## src/rtl/vga_frame_reader_pkg.sv

```systemverilog
// Shared VGA/RGB444 definitions: default 640x480@60 timing, pixel field
// positions and the colour-bar palette, used by the reader and the capture side.
package vga_frame_reader_pkg;

   localparam int H_ACTIVE_DEF = 640;
   localparam int H_FP_DEF     = 16;
   localparam int H_SYNC_DEF   = 96;
   localparam int H_BP_DEF     = 48;
   localparam int V_ACTIVE_DEF = 480;
   localparam int V_FP_DEF     = 10;
   localparam int V_SYNC_DEF   = 2;
   localparam int V_BP_DEF     = 33;

   localparam int ADDR_W = 19;
   localparam int RGB_W  = 12;
   localparam int R_MSB  = 11;
   localparam int R_LSB  = 8;
   localparam int G_MSB  = 7;
   localparam int G_LSB  = 4;
   localparam int B_MSB  = 3;
   localparam int B_LSB  = 0;

   typedef logic [RGB_W-1:0] rgb444_t;

   function automatic rgb444_t bar_colour(input logic [2:0] idx);
      case (idx)
         3'd0:    bar_colour = 12'hFFF;
         3'd1:    bar_colour = 12'hFF0;
         3'd2:    bar_colour = 12'h0FF;
         3'd3:    bar_colour = 12'h0F0;
         3'd4:    bar_colour = 12'hF0F;
         3'd5:    bar_colour = 12'hF00;
         3'd6:    bar_colour = 12'h00F;
         default: bar_colour = 12'h000;
      endcase
   endfunction

endpackage

```

## src/rtl/vga_frame_reader_timing.sv

```systemverilog
// Raster timing generator: registered h/v counters with active and sync flags,
// all describing the same (hcnt, vcnt) position.
module vga_frame_reader_timing #(
   parameter int  H_ACTIVE = 640,
   parameter int  H_FP     = 16,
   parameter int  H_SYNC   = 96,
   parameter int  H_BP     = 48,
   parameter int  V_ACTIVE = 480,
   parameter int  V_FP     = 10,
   parameter int  V_SYNC   = 2,
   parameter int  V_BP     = 33,
   localparam int H_TOTAL  = H_ACTIVE + H_FP + H_SYNC + H_BP,
   localparam int V_TOTAL  = V_ACTIVE + V_FP + V_SYNC + V_BP,
   localparam int HCNT_W   = $clog2(H_TOTAL),
   localparam int VCNT_W   = $clog2(V_TOTAL)
) (
   input  logic              clk,
   input  logic              rst_n,
   output logic [HCNT_W-1:0] hcnt,
   output logic [VCNT_W-1:0] vcnt,
   output logic              active,
   output logic              hsync_n,
   output logic              vsync_n,
   output logic              sof_next
);

   localparam logic [HCNT_W-1:0] H_LAST = HCNT_W'(H_TOTAL - 1);
   localparam logic [HCNT_W-1:0] H_ACT  = HCNT_W'(H_ACTIVE);
   localparam logic [HCNT_W-1:0] HS_BEG = HCNT_W'(H_ACTIVE + H_FP);
   localparam logic [HCNT_W-1:0] HS_END = HCNT_W'(H_ACTIVE + H_FP + H_SYNC);
   localparam logic [VCNT_W-1:0] V_LAST = VCNT_W'(V_TOTAL - 1);
   localparam logic [VCNT_W-1:0] V_ACT  = VCNT_W'(V_ACTIVE);
   localparam logic [VCNT_W-1:0] VS_BEG = VCNT_W'(V_ACTIVE + V_FP);
   localparam logic [VCNT_W-1:0] VS_END = VCNT_W'(V_ACTIVE + V_FP + V_SYNC);

   logic              run_q;
   logic [HCNT_W-1:0] hcnt_q, hcnt_d;
   logic [VCNT_W-1:0] vcnt_q, vcnt_d;
   logic              active_q, active_d;
   logic              hsync_n_q, hsync_n_d;
   logic              vsync_n_q, vsync_n_d;

   // run_q is low only in the cycle after reset: the first edge lands on (0,0)
   always_comb begin
      hcnt_d = hcnt_q;
      vcnt_d = vcnt_q;
      if (!run_q) begin
         hcnt_d = '0;
         vcnt_d = '0;
      end else if (hcnt_q == H_LAST) begin
         hcnt_d = '0;
         vcnt_d = (vcnt_q == V_LAST) ? '0 : vcnt_q + 1'b1;
      end else begin
         hcnt_d = hcnt_q + 1'b1;
      end
      active_d  = (hcnt_d < H_ACT) && (vcnt_d < V_ACT);
      hsync_n_d = !((hcnt_d >= HS_BEG) && (hcnt_d < HS_END));
      vsync_n_d = !((vcnt_d >= VS_BEG) && (vcnt_d < VS_END));
   end

   assign sof_next = (hcnt_d == '0) && (vcnt_d == '0);

   always_ff @(posedge clk or negedge rst_n) begin
      if (!rst_n) begin
         run_q     <= 1'b0;
         hcnt_q    <= '0;
         vcnt_q    <= '0;
         active_q  <= 1'b0;
         hsync_n_q <= 1'b1;
         vsync_n_q <= 1'b1;
      end else begin
         run_q     <= 1'b1;
         hcnt_q    <= hcnt_d;
         vcnt_q    <= vcnt_d;
         active_q  <= active_d;
         hsync_n_q <= hsync_n_d;
         vsync_n_q <= vsync_n_d;
      end
   end

   assign hcnt    = hcnt_q;
   assign vcnt    = vcnt_q;
   assign active  = active_q;
   assign hsync_n = hsync_n_q;
   assign vsync_n = vsync_n_q;

endmodule

```

## src/rtl/vga_frame_reader.sv

```systemverilog
// Frame-buffer scan-out: raster address/read strobe, 1-clk read latency,
// optional colour bars, and registered VGA pins two clocks behind the counters.
module vga_frame_reader
   import vga_frame_reader_pkg::*;
#(
   parameter int  H_ACTIVE = H_ACTIVE_DEF,
   parameter int  H_FP     = H_FP_DEF,
   parameter int  H_SYNC   = H_SYNC_DEF,
   parameter int  H_BP     = H_BP_DEF,
   parameter int  V_ACTIVE = V_ACTIVE_DEF,
   parameter int  V_FP     = V_FP_DEF,
   parameter int  V_SYNC   = V_SYNC_DEF,
   parameter int  V_BP     = V_BP_DEF,
   localparam int H_TOTAL  = H_ACTIVE + H_FP + H_SYNC + H_BP,
   localparam int V_TOTAL  = V_ACTIVE + V_FP + V_SYNC + V_BP,
   localparam int HCNT_W   = $clog2(H_TOTAL),
   localparam int VCNT_W   = $clog2(V_TOTAL)
) (
   input  logic              clk,
   input  logic              rst_n,
   input  logic [RGB_W-1:0]  frame_data,
   input  logic              pattern_en,
   output logic [ADDR_W-1:0] frame_addr,
   output logic              frame_rd,
   output logic [3:0]        vga_r,
   output logic [3:0]        vga_g,
   output logic [3:0]        vga_b,
   output logic              vga_hsync,
   output logic              vga_vsync,
   output logic              frame_start
);

   localparam int                BAR_W     = H_ACTIVE / 8;
   localparam logic [ADDR_W-1:0] ADDR_LAST = ADDR_W'(H_ACTIVE * V_ACTIVE - 1);

   logic [HCNT_W-1:0] hcnt;
   logic [VCNT_W-1:0] vcnt;
   logic              active, hsync_n, vsync_n, sof_next;
   logic [2:0]        bar_idx;

   logic [ADDR_W-1:0] frame_addr_q, frame_addr_d;
   logic              pat_mode_q, pat_mode_d;

   logic              vld_p1_q, vld_p1_d;
   logic              hsync_n_p1_q, hsync_n_p1_d;
   logic              vsync_n_p1_q, vsync_n_p1_d;
   logic              sof_p1_q, sof_p1_d;
   rgb444_t           bar_rgb_p1_q, bar_rgb_p1_d;

   rgb444_t           rgb_p2_q, rgb_p2_d;
   logic              hsync_n_p2_q, hsync_n_p2_d;
   logic              vsync_n_p2_q, vsync_n_p2_d;
   logic              sof_p2_q, sof_p2_d;

   vga_frame_reader_timing #(
      .H_ACTIVE (H_ACTIVE),
      .H_FP     (H_FP),
      .H_SYNC   (H_SYNC),
      .H_BP     (H_BP),
      .V_ACTIVE (V_ACTIVE),
      .V_FP     (V_FP),
      .V_SYNC   (V_SYNC),
      .V_BP     (V_BP)
   ) u_timing (
      .clk      (clk),
      .rst_n    (rst_n),
      .hcnt     (hcnt),
      .vcnt     (vcnt),
      .active   (active),
      .hsync_n  (hsync_n),
      .vsync_n  (vsync_n),
      .sof_next (sof_next)
   );

   always_comb begin
      // stage 0: address walks with the read strobe and never reaches H_ACTIVE*V_ACTIVE
      frame_addr_d = frame_addr_q;
      if (sof_next) begin
         frame_addr_d = '0;
      end else if (active) begin
         frame_addr_d = (frame_addr_q == ADDR_LAST) ? '0 : frame_addr_q + 1'b1;
      end
      pat_mode_d = sof_next ? pattern_en : pat_mode_q;

      bar_idx = '0;
      for (int i = 1; i < 8; i++) begin
         if (hcnt >= HCNT_W'(i * BAR_W)) bar_idx = 3'(i);
      end

      // stage 1: read data arrives; timing flags delayed to meet it
      vld_p1_d     = active;
      hsync_n_p1_d = hsync_n;
      vsync_n_p1_d = vsync_n;
      sof_p1_d     = active && (hcnt == '0) && (vcnt == '0);
      bar_rgb_p1_d = bar_colour(bar_idx);

      // stage 2: registered pins
      rgb_p2_d = '0;
      if (vld_p1_q) rgb_p2_d = pat_mode_q ? bar_rgb_p1_q : frame_data;
      hsync_n_p2_d = hsync_n_p1_q;
      vsync_n_p2_d = vsync_n_p1_q;
      sof_p2_d     = sof_p1_q;
   end

   always_ff @(posedge clk or negedge rst_n) begin
      if (!rst_n) begin
         frame_addr_q <= '0;
         pat_mode_q   <= 1'b0;
         vld_p1_q     <= 1'b0;
         hsync_n_p1_q <= 1'b1;
         vsync_n_p1_q <= 1'b1;
         sof_p1_q     <= 1'b0;
         bar_rgb_p1_q <= '0;
         rgb_p2_q     <= '0;
         hsync_n_p2_q <= 1'b1;
         vsync_n_p2_q <= 1'b1;
         sof_p2_q     <= 1'b0;
      end else begin
         frame_addr_q <= frame_addr_d;
         pat_mode_q   <= pat_mode_d;
         vld_p1_q     <= vld_p1_d;
         hsync_n_p1_q <= hsync_n_p1_d;
         vsync_n_p1_q <= vsync_n_p1_d;
         sof_p1_q     <= sof_p1_d;
         bar_rgb_p1_q <= bar_rgb_p1_d;
         rgb_p2_q     <= rgb_p2_d;
         hsync_n_p2_q <= hsync_n_p2_d;
         vsync_n_p2_q <= vsync_n_p2_d;
         sof_p2_q     <= sof_p2_d;
      end
   end

   assign frame_addr  = frame_addr_q;
   assign frame_rd    = active;
   assign vga_r       = rgb_p2_q[R_MSB:R_LSB];
   assign vga_g       = rgb_p2_q[G_MSB:G_LSB];
   assign vga_b       = rgb_p2_q[B_MSB:B_LSB];
   assign vga_hsync   = hsync_n_p2_q;
   assign vga_vsync   = vsync_n_p2_q;
   assign frame_start = sof_p2_q;

endmodule

```

## config.mk

```make
export PLATFORM = sky130hd
export DESIGN_NAME = vga_frame_reader
export DESIGN_NICKNAME = d
export VERILOG_FILES = /design/src/rtl/vga_frame_reader_pkg.sv /design/src/rtl/vga_frame_reader_timing.sv /design/src/rtl/vga_frame_reader.sv
export SDC_FILE = /design/constraint.sdc
export NUM_CORES = 1
export LEC_CHECK = 0
export BUFFER_PORTS_ARGS = -buffer_cell sky130_fd_sc_hd__buf_2
export CAP_MARGIN = 30
export CORE_ASPECT_RATIO = 1.75
export CORE_MARGIN = 4
export CORE_UTILIZATION = 50
export CTS_CLUSTER_DIAMETER = 100
export DETAILED_ROUTE_END_ITERATION = 10
export HOLD_SLACK_MARGIN = 0.15
export PLACE_DENSITY = 0.76
export SYNTH_ARGS = -nofsm -noshare
export SYNTH_HDL_FRONTEND = slang
export SYNTH_SLANG_ARGS = --single-unit
```

## constraint.sdc

```tcl
create_clock -name clk -period 2.9 [get_ports clk]
set_input_delay 0.87 -clock clk [delete_from_list [all_inputs] [get_ports clk]]
set_output_delay 0.87 -clock clk [all_outputs]
set_load 0.01 [all_outputs]
```

## Word level (Yosys, flattened, before mapping)

Index checks and enable logic that the tools add are counted.

| storage, ports and cells | value |
|---|---|
| memories kept | 0 |
| register bits | 75 |
| latch bits | 0 |
| bits in read-only memories | 0 |
| word-level logic and storage cells | 74 |
| RAM bits | 0 |

| cells by class | value |
|---|---|
| add/sub/neg operators | 3 |
| reduce and logical (&&, ||, !) cells | 14 |
| magnitude comparators | 13 |
| div/mod/pow operators | 0 |
| bitwise logic cells | 0 |
| eq/ne operators | 9 |
| shifts and indexed selects | 0 |
| multiply operators | 0 |
| mux-type cells | 18 |

Operators by type and width:

| operator | number |
|---|---|
| 12-bit case mux with 7 select lines | 1 |
| 19-bit 2-to-1 mux | 3 |
| 10-bit 2-to-1 mux | 5 |
| 10-bit by 9-bit greater-or-equal comparator with 1-bit output (second input constant) | 4 |
| 10-bit logical NOT | 4 |
| 12-bit 2-to-1 mux | 2 |
| 10-bit by 1-bit adder with 10-bit output (second input constant) | 2 |
| 10-bit == test (second input constant) | 2 |
| 10-bit greater-or-equal comparator (second input constant) | 2 |
| 10-bit by 8-bit greater-or-equal comparator with 1-bit output (second input constant) | 2 |
| 10-bit less-than comparator (second input constant) | 2 |
| 10-bit by 9-bit less-than comparator with 1-bit output (second input constant) | 2 |
| 19-bit by 1-bit adder with 19-bit output (second input constant) | 1 |
| 19-bit == test (second input constant) | 1 |
| 3-bit 2-to-1 mux | 6 |
| 10-bit by 7-bit greater-or-equal comparator with 1-bit output (second input constant) | 1 |
| 3-bit == test (second input constant) | 3 |
| 3-bit by 2-bit == test with 1-bit output (second input constant) | 2 |
| 1-bit logical AND | 6 |
| 3-bit by 1-bit == test with 1-bit output (second input constant) | 1 |
| 3-bit logical NOT | 1 |
| 1-bit logical NOT | 2 |
| 2-bit nonzero test | 1 |
| 1-bit 2-to-1 mux | 1 |

## Logic depth before layout (Yosys ltp)

| logic depth | value |
|---|---|
| word-level depth | 10 |
| mapped depth | 12 |

## Hierarchy

Synthesis repeated with hierarchy kept, for this count alone.

| second synthesis, totals | value |
|---|---|
| cells, all modules | 343 |
| area total of the unflattened synthesis | 3550.9 µm² |

By module, submodules not included:

| module | sequential area each (µm²) | area each (µm²) | cells each | times used |
|---|---|---|---|---|
| vga_frame_reader | 1056.0 | 2063.2 | 192 | 1 |
| vga_frame_reader_timing | 603.1 | 1487.7 | 151 | 1 |

## Worst setup path after synthesis

OpenSTA, ideal clock, no wires.

| timing path | value |
|---|---|
| kind | reg2reg |
| start | register u_timing.hcnt_q[1] (netlist: u_timing.hcnt[1]) |
| end | register frame_addr_q[3] (netlist: frame_addr[3]) |
| setup slack | 0.380 ns |
| library setup time | 0.121 ns |
| clock period less this slack | 2.520 ns |
| arrival time | 2.400 ns |
| stages on the path, launching flop included | 12 |
| cell sequence | dfrtp_1 > ha_1 > and3_1 > buf_4 > nand3_4 > nand2_4 > o21ai_2 > or4_4 > nor4_4 > buf_4 > buf_8 > nor2_2 |

| on the way | value |
|---|---|
| cells in the longest elaborated chain, start to end | 6 |

Ends and longest elaborated chain:

| what | RTL line | text |
|---|---|---|
| from (decl) | vga_frame_reader_timing.sv:37 | `logic [HCNT_W-1:0] hcnt_q, hcnt_d;` |
| from (signal assigned) | vga_frame_reader_timing.sv:73 | `hcnt_q <= hcnt_d;` |
| 10-bit == test * | vga_frame_reader_timing.sv:50 | `end else if (hcnt_q == H_LAST) begin` |
| 10-bit 2-to-1 mux * | vga_frame_reader_timing.sv:50 |  |
| 10-bit 2-to-1 mux * | vga_frame_reader_timing.sv:47 | `if (!run_q) begin` |
| named net u_timing.vcnt_d[1] | vga_frame_reader_timing.sv:38 | `logic [VCNT_W-1:0] vcnt_q, vcnt_d;` |
| 10-bit logical NOT * | vga_frame_reader_timing.sv:61 | `assign sof_next = (hcnt_d == '0) && (vcnt_d == '0);` |
| 1-bit logical AND * | vga_frame_reader_timing.sv:61 |  |
| 19-bit 2-to-1 mux or 2-bit nonzero test (tied branches) | n/a |  |
| to (signal assigned) | vga_frame_reader.sv:119 | `frame_addr_q <= frame_addr_d;` |
| to (decl) | vga_frame_reader.sv:41 | `logic [ADDR_W-1:0] frame_addr_q, frame_addr_d;` |

The timed path passes the listed nets; every way through them passes the cells marked *.
A chain may end at the register's enable or synchronous reset.

## Worst setup path in the final report

| timing path | value |
|---|---|
| start | register u_timing.vcnt_q[1] (netlist: u_timing.vcnt[1]) |
| end | register pat_mode_q |

| on the way | value |
|---|---|
| cells in the longest elaborated chain, start to end | 6 |

Ends and longest elaborated chain:

| what | RTL line | text |
|---|---|---|
| from (decl) | vga_frame_reader_timing.sv:38 |  |
| from (signal assigned) | vga_frame_reader_timing.sv:74 | `vcnt_q <= vcnt_d;` |
| 10-bit by 1-bit adder with 10-bit output or 10-bit == test (tied branches) | vga_frame_reader_timing.sv:52 | `vcnt_d = (vcnt_q == V_LAST) ? '0 : vcnt_q + 1'b1;` |
| 10-bit 2-to-1 mux | vga_frame_reader_timing.sv:52 |  |
| 10-bit 2-to-1 mux * | vga_frame_reader_timing.sv:50 |  |
| 10-bit 2-to-1 mux * | vga_frame_reader_timing.sv:47 |  |
| named net u_timing.vcnt_d[1] | vga_frame_reader_timing.sv:38 |  |
| 10-bit logical NOT * | vga_frame_reader_timing.sv:61 |  |
| 1-bit logical AND * | vga_frame_reader_timing.sv:61 |  |
| to (signal assigned) | vga_frame_reader.sv:120 | `pat_mode_q <= pat_mode_d;` |
| to (decl) | vga_frame_reader.sv:42 | `logic pat_mode_q, pat_mode_d;` |

Marks and branches as above.

==> flow_metrics.tcl <==
set metrics [dict create \
    grt_start_max_net_pins 33 \
    setup_violations 0 \
    p_seq_frac 0.437 \
    dieArea_um2 8550 \
    syn_nets 396 \
    antenna_found_initial 0 \
    status "finished clean" \
    skew_ns 0.00669 \
    drt_iter0_drc 247 \
    first_pass_iters 5 \
    max_stage_delay_ns 0.55 \
    vias 3048 \
    hold_slack_ns 0.347 \
    synthCells 376 \
    io_buffers 49 \
    drc 0 \
    avgSynthCellArea_um2 9.43 \
    hold_violations 0 \
    start_util 0.513 \
    synth.distinct_cells 60 \
    period_needed_ns 2.75 \
    netlist_area_um2 3540 \
    clk_latency_ns 0.33 \
    dp_hpwl_um 6320 \
    placed_cells 504 \
    gr-total-overflow 0 \
    vias_per_cell 5.82 \
    ys_ff_latch 66 \
    area_growth_pct 20.0 \
    grt_usage 0.219 \
    cts_tree "yes" \
    holdCritPathClass "flip-flop to flip-flop" \
    ir_worst_vdd_mv 0.470 \
    pwr-share-comb 0.079 \
    cts_buffers 9 \
    tightest_slew_ns 0.712 \
    place.gp.congestion 0.957 \
    final_cells 524 \
    p_clk_frac 0.484 \
    wl_per_cell_um 16.9 \
    clkTransAtPathRegs_ns 0.06 \
    nets 455 \
    slew_headroom 0.525 \
    crit_type "flip-flop to flip-flop" \
    critical_path_required_ns 3.12 \
    die_h_um 119 \
    grt_pass1_vias 2985 \
    antenna_cells 0 \
    rows 40 \
    grt_pass1_wl_um 14600 \
    cp_cell_sequence "inv_1 > ha_1 > nor2b_2 > nand4_1 > nand4_1 > o21ai_2 > or4_4 > nor4_4 > buf_4 > mux2_2" \
    cp.arrival_ns 2.97 \
    root_buffer "clkbuf_16" \
    ioPinCount 50 \
    worstPathMaxFanout 6 \
    cts_sinks 66 \
    h-tree-depth 3 \
    start_kind "flip-flop" \
    maxCapViolations 0 \
    maxClockFrequency_ghz 0.363 \
    synthArstFlopShare 1.00 \
    drv_slew 0 \
    p_int_mw 1.73 \
    fin_crit_sh 0.949 \
    yosysSeqAreaShare 0.468 \
    cpMaxStageDelayCell "or4_4" \
    p_per_area_nw_per_um2 532 \
    synth_warnings 0 \
    totalWireLength_um 8850 \
    synth-edff-count 0 \
    end_kind "flip-flop" \
    die_w_um 71.6 \
    cpMostUsedCell "nand4_1" \
    synthFlopType "dfrtp_1" \
    core_um2 6910 \
    p_leak_nw 1.86 \
    switchingPower_uw 536 \
    p_sw_frac 0.237 \
    drive_gt1_frac 0.264 \
    final_antenna_net_count 0 \
    cts_max_path_buffers 2 \
]
## critical path, delay by kind of cell (launching register included)
family	cells	cell delay, ns
AOI/OAI and AO/OA	1	0.09
DFF	1	0.46
buffers and inverters	2	0.29
adders and majority gates	1	0.17
and+or+nand+nor	5	1.30
muxes	1	0.32
## kinds of logic after synthesis
group           Yosys count  synth area share
mux                       2           0.00600
buf+inv                  32            0.0455
fa+ha+maj                 6            0.0205
flops                    66             0.468
compound gates           76             0.134
other cells               1           0.00106
xor+xnor                 19            0.0469
simple gates            174             0.277
## registers in the layout (all words and copies together), names as in the netlist
signal / cells
sof_p1_q: 1
hsync_n_p1_q: 1
u_timing.active: 1
vld_p1_q: 1
frame_start: 1
pat_mode_q: 1
bar_rgb_p1_q: 3
u_timing.hsync_n: 1
u_timing.vsync_n: 1
frame_addr: 19
vga_hsync: 1
vsync_n_p1_q: 1
u_timing.vcnt: 10
u_timing.run_q: 1
vga_vsync: 1
rgb_p2_q: 12
u_timing.hcnt: 10
## cell usage after synthesis (all sizes together), types with 2 or more instances
cell type | instances | area [µm²]
o31ai | 2 | 15.0
a211oi | 4 | 30.0
and3 | 9 | 56.3
nand2 | 28 | 113
a21oi | 18 | 90.1
nor4 | 11 | 83.8
and4 | 4 | 35.0
a31oi | 7 | 43.8
xnor2 | 10 | 87.6
nand4b | 2 | 17.5
dfstp | 6 | 158
xor2 | 9 | 78.8
ha | 5 | 62.6
a21boi | 15 | 113
nor3 | 10 | 61.3
or3 | 2 | 12.5
clkbuf | 9 | 33.8
nor2 | 46 | 200
or2 | 2 | 12.5
or3b | 2 | 17.5
nor2b | 3 | 18.8
or4 | 2 | 18.8
and2 | 3 | 18.8
nand3 | 17 | 103
o21ai | 21 | 109
dfrtp | 60 | 1500
nand4 | 13 | 81.3
nor3b | 2 | 15.0
inv | 12 | 45.0
nand2b | 16 | 100
buf | 11 | 82.6
## final cells by class
| class | instances | area [µm²] |
|---|---|---|
| Sequential cell | 66 | 1660 |
| Inverter | 12 | 45.0 |
| Fill cell | 559 | 2650 |
| Timing Repair Buffer | 68 | 404 |
| Clock buffer | 10 | 239 |
| Clock inverter | 6 | 65.1 |
| Multi-Input combinational cell | 278 | 1740 |
| Tap cell | 84 | 105 |
## what timing repair did
item	in CTS	in global routing
endpoints found under the hold margin	0	0
setup buffers	0	3
endpoints found under the setup margin	0	20
hold buffers	0	0
resized for setup	0	6
## through the flow
stage          setup slack [ns]   util  power, mW  instance area (µm²)  TNS (ns)
6_report                  0.149  0.616       2.26                 4250         0
5_1_grt                 -0.0170  0.616       2.35                 4250   -0.0170
4_1_cts                  0.0464  0.609       2.27                 4210         0
3_5_place_dp             0.0715  0.565       1.18                 3900         0
3_3_place_gp              0.126  0.565       1.17                 3900         0
2_1_floorplan             0.380      -       1.09                 3540         0
## power groups by stage
stage               clock, mW  combinational (mW)  sequential [mW]
floorplan                   0              0.0816             1.01
global placement            0               0.169             1.00
detailed placement          0               0.174             1.00
CTS                      1.11               0.174            0.988
global route             1.16               0.197            0.993
finish                   1.09               0.179            0.987
## cell usage in the layout (no fill, tap or decap), types with 7 or more instances in the layout
| cell | Yosys | routed |
|---|---|---|
| nand2_1 | 27 | 27 |
| xnor2_1 | 10 | 10 |
| nor2_1 | 35 | 35 |
| nor3_1 | 9 | 9 |
| a21boi_0 | 15 | 15 |
| a31oi_1 | 7 | 7 |
| nand4_1 | 13 | 13 |
| buf_2 | 3 | 49 |
| nor4_1 | 10 | 9 |
| buf_4 | 5 | 17 |
| nand2b_1 | 16 | 16 |
| nand3_1 | 15 | 15 |
| o21ai_0 | 19 | 19 |
| nor2_2 | 11 | 11 |
| and3_1 | 9 | 9 |
| dfrtp_1 | 60 | 60 |
| inv_1 | 12 | 12 |
| clkbuf_16 | 0 | 9 |
| xor2_1 | 9 | 9 |
| a21oi_1 | 18 | 18 |
## final timing paths
check | from | to | slack, ns | cells past startpoint
min in group asynchronous | rst_n | rgb_p2_q[3] | 0.59 | 1
setup / recovery | u_timing.vcnt[1] | pat_mode_q | 0.15 | 10
hold reg to reg | vsync_n_p1_q | vga_vsync | 0.35 | 0
max in group asynchronous | rst_n | vsync_n_p1_q | 1.63 | 2
setup reg to reg | u_timing.vcnt[1] | pat_mode_q | 0.15 | 10
hold / removal | vsync_n_p1_q | vga_vsync | 0.35 | 0
## layer usage
layer / vias up / GRT usage / share of wire
met4: 0 / 0.107 / 0.022
li1: 1450 / - / -
met3: 16 / 0.0422 / 0.045
met1: 1485 / 0.237 / 0.37
met2: 97 / 0.394 / 0.56
met5: - / 0 / 0
(Power assumes the default switching activity.)
